$ cat config.mk
export PLATFORM = sky130hd
export DESIGN_NAME = bist_6_3_counter_tester_flat
export DESIGN_NICKNAME = d
export VERILOG_FILES = /design/src/rtl/bist_6_3_counter_tester_if.sv /design/src/rtl/bist_6_3_counter_tester.sv /design/src/flat_wrapper.sv
export SDC_FILE = /design/constraint.sdc
export NUM_CORES = 1
export LEC_CHECK = 0
export BUFFER_PORTS_ARGS = -buffer_cell sky130_fd_sc_hd__buf_4
export CELL_PAD_IN_SITES_DETAIL_PLACEMENT = 0
export CELL_PAD_IN_SITES_GLOBAL_PLACEMENT = 2
export CORE_ASPECT_RATIO = 1.5
export CORE_MARGIN = 4
export CORE_UTILIZATION = 33
export DETAILED_ROUTE_END_ITERATION = 6
export PLACE_DENSITY = 0.79
export REMOVE_ABC_BUFFERS = 1
export SLEW_MARGIN = 10
export SYNTH_ARGS = -nofsm -noshare
export SYNTH_HDL_FRONTEND = slang
export SYNTH_SLANG_ARGS = --single-unit
$ cat constraint.sdc
create_clock -name clk -period 10.3 [get_ports clk]
set_clock_uncertainty 0.15 [all_clocks]
set_input_delay 2.06 -clock clk [delete_from_list [all_inputs] [get_ports clk]]
set_output_delay 2.06 -clock clk [all_outputs]
set_load 0.01 [all_outputs]
$ cat src/rtl/bist_6_3_counter_tester_if.sv
// Signal bundle between the 6:3 counter BIST engine and its wrapper/CUT side.
// With BIST_MISR_EN defined the bundle also carries the 8-bit MISR signature.
interface bist_6_3_counter_tester_if;
  logic       start;
  logic [5:0] tpg_x;
  logic [2:0] cut_o;
  logic       busy;
  logic       done;
  logic       pass;
  logic [6:0] err_cnt;
  logic [5:0] first_fail;
`ifdef BIST_MISR_EN
  logic [7:0] signature;

  modport master (
    output start, cut_o,
    input  tpg_x, busy, done, pass, err_cnt, first_fail, signature
  );
  modport slave (
    input  start, cut_o,
    output tpg_x, busy, done, pass, err_cnt, first_fail, signature
  );
`else
  modport master (
    output start, cut_o,
    input  tpg_x, busy, done, pass, err_cnt, first_fail
  );
  modport slave (
    input  start, cut_o,
    output tpg_x, busy, done, pass, err_cnt, first_fail
  );
`endif
endinterface

$ cat src/rtl/bist_6_3_counter_tester.sv
// Exhaustive BIST engine for a 6:3 popcount counter with CUT_LAT-cycle output latency.
// Optional MISR signature output when BIST_MISR_EN is defined.
module bist_6_3_counter_tester #(
  parameter int unsigned CUT_LAT = 0
) (
  input  logic                         clk,
  input  logic                         rst,
  bist_6_3_counter_tester_if.slave     bus
);

  typedef enum logic [1:0] {StIdle, StRun, StDrain, StDone} state_e;

  localparam logic [2:0] DrainLast = 3'((CUT_LAT > 0) ? CUT_LAT - 1 : 0);

  state_e     state_q, state_d;
  logic [5:0] tpg_q, tpg_d;
  logic [2:0] drain_q, drain_d;
  logic [6:0] err_q, err_d;
  logic [5:0] ff_q, ff_d;
  logic       fail_q, fail_d;
  logic       busy_q, busy_d;
  logic       done_q, done_d;
  logic       pass_q, pass_d;

  logic       start_go;
  logic       cmp_vld;
  logic [5:0] cmp_vec;
  logic       mismatch;

  function automatic logic [2:0] popcnt6(input logic [5:0] v);
    logic [2:0] cnt;
    cnt = 3'd0;
    for (int i = 0; i < 6; i++) begin
      cnt = cnt + {2'b00, v[i]};
    end
    return cnt;
  endfunction

  // The vector index travels with a valid bit so the compare lines up with the CUT latency.
  if (CUT_LAT == 0) begin : g_no_pipe
    assign cmp_vld = (state_q == StRun);
    assign cmp_vec = tpg_q;
  end else begin : g_pipe
    localparam int unsigned PipeDepth = CUT_LAT;
    logic [5:0]           vec_pipe_q [PipeDepth];
    logic [PipeDepth-1:0] vld_pipe_q;

    always_ff @(posedge clk or posedge rst) begin
      if (rst) begin
        vld_pipe_q <= '0;
        for (int i = 0; i < PipeDepth; i++) begin
          vec_pipe_q[i] <= 6'd0;
        end
      end else begin
        vld_pipe_q[0] <= (state_q == StRun);
        vec_pipe_q[0] <= tpg_q;
        for (int i = 1; i < PipeDepth; i++) begin
          vld_pipe_q[i] <= vld_pipe_q[i-1];
          vec_pipe_q[i] <= vec_pipe_q[i-1];
        end
      end
    end

    assign cmp_vld = vld_pipe_q[PipeDepth-1];
    assign cmp_vec = vec_pipe_q[PipeDepth-1];
  end

  assign start_go = bus.start && ((state_q == StIdle) || (state_q == StDone));
  assign mismatch = cmp_vld && (bus.cut_o != popcnt6(cmp_vec));

  always_comb begin
    state_d = state_q;
    tpg_d   = tpg_q;
    drain_d = drain_q;
    err_d   = err_q;
    ff_d    = ff_q;
    fail_d  = fail_q;

    unique case (state_q)
      StIdle, StDone: begin
        if (start_go) begin
          state_d = StRun;
          tpg_d   = 6'd0;
          err_d   = 7'd0;
          ff_d    = 6'd0;
          fail_d  = 1'b0;
        end
      end
      StRun: begin
        if (tpg_q == 6'd63) begin
          state_d = (CUT_LAT > 0) ? StDrain : StDone;
          drain_d = 3'd0;
        end else begin
          tpg_d = tpg_q + 6'd1;
        end
      end
      StDrain: begin
        if (drain_q == DrainLast) begin
          state_d = StDone;
        end else begin
          drain_d = drain_q + 3'd1;
        end
      end
      default: state_d = StIdle;
    endcase

    // Compares only occur in RUN/DRAIN, so they never collide with the start clears.
    if (mismatch) begin
      err_d = err_q + 7'd1;
      if (!fail_q) begin
        ff_d   = cmp_vec;
        fail_d = 1'b1;
      end
    end

    // Status lags the state by one cycle so done rises on the edge after the last compare.
    busy_d = (state_q == StRun) || (state_q == StDrain);
    done_d = (state_q == StDone) && !start_go;
    pass_d = done_d && !fail_q;
  end

  always_ff @(posedge clk or posedge rst) begin
    if (rst) begin
      state_q <= StIdle;
      tpg_q   <= 6'd0;
      drain_q <= 3'd0;
      err_q   <= 7'd0;
      ff_q    <= 6'd0;
      fail_q  <= 1'b0;
      busy_q  <= 1'b0;
      done_q  <= 1'b0;
      pass_q  <= 1'b0;
    end else begin
      state_q <= state_d;
      tpg_q   <= tpg_d;
      drain_q <= drain_d;
      err_q   <= err_d;
      ff_q    <= ff_d;
      fail_q  <= fail_d;
      busy_q  <= busy_d;
      done_q  <= done_d;
      pass_q  <= pass_d;
    end
  end

  assign bus.tpg_x      = tpg_q;
  assign bus.busy       = busy_q;
  assign bus.done       = done_q;
  assign bus.pass       = pass_q;
  assign bus.err_cnt    = err_q;
  assign bus.first_fail = ff_q;

`ifdef BIST_MISR_EN
  logic [7:0] sig_q, sig_d;

  // Galois MISR for x^8+x^4+x^3+x^2+1; stops moving once compares end.
  always_comb begin
    sig_d = sig_q;
    if (start_go) begin
      sig_d = 8'hFF;
    end else if (cmp_vld) begin
      sig_d = {sig_q[6:0], 1'b0} ^ (sig_q[7] ? 8'h1D : 8'h00) ^ {5'b00000, bus.cut_o};
    end
  end

  always_ff @(posedge clk or posedge rst) begin
    if (rst) begin
      sig_q <= 8'h00;
    end else begin
      sig_q <= sig_d;
    end
  end

  assign bus.signature = sig_q;
`endif

endmodule

$ cat src/flat_wrapper.sv
// flat-port wrapper written by rule: the top's interface ports become plain ports
module bist_6_3_counter_tester_flat 
#(
  parameter int unsigned CUT_LAT = 0
)
  (clk, rst, bus_start, bus_cut_o, bus_tpg_x, bus_busy, bus_done, bus_pass, bus_err_cnt, bus_first_fail);
  bist_6_3_counter_tester_if bus_i ();
  input  logic clk;
  input  logic rst;
  input wire logic [$bits(bus_i.start)-1:0] bus_start;
  input wire logic [$bits(bus_i.cut_o)-1:0] bus_cut_o;
  output wire logic [$bits(bus_i.tpg_x)-1:0] bus_tpg_x;
  output wire logic [$bits(bus_i.busy)-1:0] bus_busy;
  output wire logic [$bits(bus_i.done)-1:0] bus_done;
  output wire logic [$bits(bus_i.pass)-1:0] bus_pass;
  output wire logic [$bits(bus_i.err_cnt)-1:0] bus_err_cnt;
  output wire logic [$bits(bus_i.first_fail)-1:0] bus_first_fail;
  assign bus_i.start = bus_start;
  assign bus_i.cut_o = bus_cut_o;
  assign bus_tpg_x = bus_i.tpg_x;
  assign bus_busy = bus_i.busy;
  assign bus_done = bus_i.done;
  assign bus_pass = bus_i.pass;
  assign bus_err_cnt = bus_i.err_cnt;
  assign bus_first_fail = bus_i.first_fail;
  bist_6_3_counter_tester #(.CUT_LAT(CUT_LAT)) u_core (.clk(clk), .rst(rst), .bus(bus_i));
endmodule
---- Word-level counts from Yosys, hierarchy flattened ----
Cells that the tools add are included.
word-level totals
  register bits ........................... 28
  latch bits .............................. 0
  memory bits (writable) .................. 0
  memory bits (read-only) ................. 0
  input bits .............................. 6
  output and inout bits ................... 22
  logic and storage cells ................. 67
  memories ................................ 0
cells by class
  add/sub/neg operators ................... 8
  multipliers ............................. 0
  div/mod/pow operators ................... 0
  magnitude comparators ................... 0
  equality and inequality tests ........... 10
  shift operators ......................... 0
  mux-type cells .......................... 21
  bitwise operators ....................... 0
  reductions and logical operators ........ 19
operators with widths
  operator                                       number
  2-to-1 mux 6 bit                               6
  2-to-1 mux 7 bit                               3
  adder 3 x 1 -> 3 bit                           4
  case mux 6 bit (2 select lines)                1
  AND reduction 3 bit                            3
  nonzero test 2 bit                             4
  adder 7 x 1 -> 7 bit, second input constant    1
  adder 6 x 1 -> 6 bit, second input constant    1
  == test 6 bit, second input constant           1
  2-to-1 mux 2 bit                               3
  2-to-1 mux 3 bit                               2
  != test 2 bit, second input constant           3
  case mux 2 bit (3 select lines)                1
  case mux 3 bit (2 select lines)                1
  == test 2 bit, second input constant           2
  logical AND 1 bit                              4
  2-to-1 mux 1 bit                               4
  != test 2 x 1 -> 1 bit, second input constant  2
  adder 3 x 1 -> 3 bit, second input constant    1
  logical NOT 3 bit                              1
  != test 3 bit                                  1
  adder 1 x 1 -> 2 bit                           1
  == test 2 x 1 -> 1 bit, second input constant  1
  logical NOT 1 bit                              2
  other kinds (4)                                5

---- Depth between registers and ports, before layout ----
  depth in word-level cells ............... 9
  depth in mapped cells ................... 10
  gate-level depth less buffers ........... 9

---- Worst setup path after synthesis ----
OpenSTA, ideal clock, no wires.
  kind .................................... input to register
  start ................................... input bus_cut_o[0]
  end ..................................... register u_core.err_q[2], in the netlist u_core.bus.err_cnt[2]
  library setup time ...................... 125 ps
  data arrival time ....................... 3,099 ps
  data required time ...................... 10,025 ps
  slack ................................... 6,926 ps
  cell stages on the path ................. 4
  path buffers ............................ 0
  cells stage by stage .................... xnor2_1 o31ai_4 mux2_4 mux2_2
on the way
  word-level cells in the longest chain between the ends .. 4
  elaborated cells between the ends (all ways) .. 6
  classes of those cells .................. eq/ne: 1; mux: 1; reduce/logical: 4
RTL lines
  item                           line                            source
  start, declared                flat_wrapper.sv:11              input wire logic [$bits(bus_i.cut_o)-1:0] bus_cut_o;
  != test 3 bit *                bist_6_3_counter_tester.sv:69   assign mismatch = cmp_vld && (bus.cut_o != popcnt6(cmp_vec));
  logical AND 1 bit *            bist_6_3_counter_tester.sv:69
  nonzero test 2 bit (no line)   --
  AND reduction 2 bit (no line)  --
  end signal, assigned           bist_6_3_counter_tester.sv:137  err_q <= err_d;
  end, declared                  bist_6_3_counter_tester.sv:18   logic [6:0] err_q, err_d;
Every way passes the cells marked *; elsewhere a longest branch is shown, timed or not.
A chain may end at the register's enable or synchronous reset.

---- Final worst setup path ----
  start ................................... register u_core.tpg_q[0], in the netlist u_core.bus.tpg_x[0]
  end ..................................... register u_core.err_q[2], in the netlist u_core.bus.err_cnt[2]
on the way
  word-level cells in the longest chain between the ends .. 9
  elaborated cells between the ends (all ways) .. 11
  classes of those cells .................. add/sub: 5; eq/ne: 1; mux: 1; reduce/logical: 4
RTL lines
  item                                  line                            source
  start, declared                       bist_6_3_counter_tester.sv:16   logic [5:0] tpg_q, tpg_d;
  start signal, assigned                bist_6_3_counter_tester.sv:135  tpg_q <= tpg_d;
  adder 1 x 1 -> 2 bit *                bist_6_3_counter_tester.sv:34   cnt = cnt + {2'b00, v[i]};
  adder 3 x 1 -> 3 bit * (4 in series)  bist_6_3_counter_tester.sv:34
  != test 3 bit *                       bist_6_3_counter_tester.sv:69
  logical AND 1 bit *                   bist_6_3_counter_tester.sv:69
  nonzero test 2 bit (no line)          --
  AND reduction 2 bit (no line)         --
Marked as above.

==> run metrics <==
Peak VDD IR around 80 uV; Core Util, Final just over 40%; Final period util 35.82%; hold slack final 0.3225 ns; dpl cell area between 0.0015 and 0.002 mm2; unique cell type count in the Yosys netlist 38; CP Capture Type flop; total congestion overflow 0; antenna-violating nets left 0; initial antenna violation count 0; largest area contributor in the netlist dfrtp_1; Final Setup Violations 0; CTS HTree Levels 1; WL final approximately 3100 um; Yosys reg bits 28; Storage cell area about 700 um2; worst-skew pair later-pin latency about 0.27 ns; post-DP HPWL 2401 um; worst-margin pin slew around 1 ns; post-synthesis cell count 151; fin crit period 3.690 ns; vias 1144; Max clock buf depth 2; core area 0.004542 mm2; largest net degree at the start of global routing 29; Reg clk slew, reported paths 0.09 ns; Filler cells 476; final hold violations 0; I/O pin total 28; remaining routing DRC violations 0; PwrDens 230.8 mW/mm2; Data required, critical path 10.31 ns; Num CTS Buffers 3; CTS Root Cell clkbuf_8; post-synth top area share between 40% and 50%; layout cells sized above 1 22.47%; Slew HR 32.07%; hold buffer count at cts 0; Post-Route Setup TNS 0 ns; Die Ht 91.88 um; first-pass GRT wire length 5506 um; number of global-route vias before repair approximately 1200; P&R area growth vs syn 21.10%; Pins Over Slew Limit 0; Initial Util between 30% and 40%; cell area after layout 0.001874 mm2; CP Class reg -> reg; ranking of synthesized cells by area dfrtp_1, ha_1, inv_1; DR WL/cell 12.83 um; post-CTS setup buffer count 0; Ys Warns 0; I/O Buffers 27; n_diodes 0; clock sinks 28; # Max-Cap Violations 0; number of gates resized after CTS 0; RSZ-0062 raised after global routing no; Max Fclk roughly 270 MHz; startpoint types flop; Total GRT Usage 11.54%; Worst Hold Class reg -> reg; Multi-input gate area approximately 750 um2; Die X roughly 64 um; register area share after synthesis 45.27%; non-filler cells, final 242; syn_area_per_cell 10.25 um2; leakage around 0.00089 uW; FP Rows 30; vias per std cell 4.727; CTS tree done; GPL Wtd Cong approximately 0.75; die footprint 0.005872 mm2; CP max FO 15; status complete, no violations; Mapped Area 0.001548 mm2; Final nets 195; initial DRC count a little under 60; DRT Pass-1 Iters 4; crit path DAT 3.70 ns; DP Cell Count between 200 and 250
## metrics by stage
stage	worst slack (ns)	total power (uW)
6_report	6.610	432.6
5_1_grt	6.425	472.9
4_1_cts	6.602	440.5
3_5_place_dp	6.555	353.8
3_3_place_gp	6.576	348.9
2_1_floorplan	6.789	287.0
## layer usage
metal	track usage [%]	vias to the layer above	part of all wire, %
li1	-	576	-
met1	13.64	547	43
met2	20.53	19	53
met3	2.206	2	3.7
met4	3.784	0	0.81
met5	0	-	0
## cell type report
| type | instances | area share (%) |
|---|---|---|
| multi-input cells | 101 | 40.12 |
| flip-flops and latches | 28 | 37.38 |
| repair buffers | 27 | 10.81 |
| well taps | 64 | 4.272 |
| inverters | 18 | 3.605 |
| clock buffers | 3 | 2.203 |
| clock inverters | 1 | 1.602 |
## cells by family (layout without fill, tap and decap cells)
family	count (synthesis)	after routing	synth area share (%)
compound gates	30	30	13.91
xor+xnor	7	7	3.961
fa+ha+maj	10	10	9.539
buf+inv	22	49	6.143
flops	28	28	45.27
mux	10	10	7.033
simple gates	44	44	14.15
## cell usage in the layout (no fill, tap or decap), drive strengths merged
cell and n:
a21bo 1, o31ai 5, xor2 3, buf 27, and4 1, nor3 2
nand4 2, o221ai 1, a21oi 3, dfrtp 28, a22o 3, xnor2 4
o21ai 11, mux2 4, a31o 1, mux2i 6, a41oi 1, and2b 1
inv 17, nor2 6, or2 2, a21boi 1, ha 7, nor2b 1
fa 3, and2 2, nand2 13, clkbuf 3, a31oi 1, nand3 12
clkinv 1, bufinv 1, a2bb2oi 2, and3 2
## registers in the layout (all words and copies together) (netlist names)
| register | cells |
|---|---|
| u_core.bus.busy | 1 |
| u_core.bus.done | 1 |
| u_core.bus.err_cnt | 7 |
| u_core.bus.first_fail | 6 |
| u_core.bus.pass | 1 |
| u_core.bus.tpg_x | 6 |
| u_core.drain_q | 3 |
| u_core.fail_q | 1 |
| u_core.state_q | 2 |
## critical path, stage by stage, from the launching register on
cell     delay (ns)
dfrtp_1        0.49
ha_1           0.33
inv_1          0.09
fa_1           0.43
fa_1           0.39
fa_1           0.46
xnor2_1        0.17
o31ai_4        0.47
mux2_4         0.34
mux2_2         0.26
## final timing paths
check / startpoint / end / slack (ns) / depth (start not counted)
worst max-delay path: u_core.bus.tpg_x[0]$_DFFE_PP0P_ / u_core.bus.err_cnt[2]$_DFFE_PP0P_ / 6.61 / 9
worst min-delay path: u_core.fail_q$_DFF_PP0_ / u_core.bus.pass$_DFF_PP0_ / 0.32 / 1
worst max register to register: u_core.bus.tpg_x[0]$_DFFE_PP0P_ / u_core.bus.err_cnt[2]$_DFFE_PP0P_ / 6.61 / 9
worst min register to register: u_core.fail_q$_DFF_PP0_ / u_core.bus.pass$_DFF_PP0_ / 0.32 / 1
max in group asynchronous: rst / u_core.fail_q$_DFF_PP0_ / 7.79 / 2
min in group asynchronous: rst / u_core.bus.busy$_DFF_PP0_ / 1.75 / 2
## report_power, final
| group | internal, uW | switching [uW] | total (uW) |
|---|---|---|---|
| Combinational | 85.4 | 99.4 | 185 |
| Sequential | 135 | 27.6 | 163 |
| Clock | 52.0 | 32.8 | 84.8 |
## cell usage after synthesis
cell type	number
mux2i_1	6
a31o_2	1
o221ai_1	1
fa_1	3
a22o_1	3
nor2_1	6
clkbuf_2	1
xnor2_1	4
dfrtp_1	28
and3_1	2
o31ai_4	1
a21oi_1	3
xor2_1	3
a21bo_2	1
clkbuf_1	1
and2_4	1
inv_1	18
nand2_1	13
o31ai_1	4
mux2_4	1
and4_4	1
or2_1	1
o21ai_0	11
mux2_2	3
nand3_1	12
and2b_1	1
nor3_1	2
nand4_1	2
ha_1	7
buf_4	1
a2bb2oi_1	2
a41oi_1	1
or2_0	1
buf_6	1
and2_1	1
nor2b_1	1
a31oi_1	1
a21boi_0	1
Note: power is estimated with default switching activity, not from simulation.
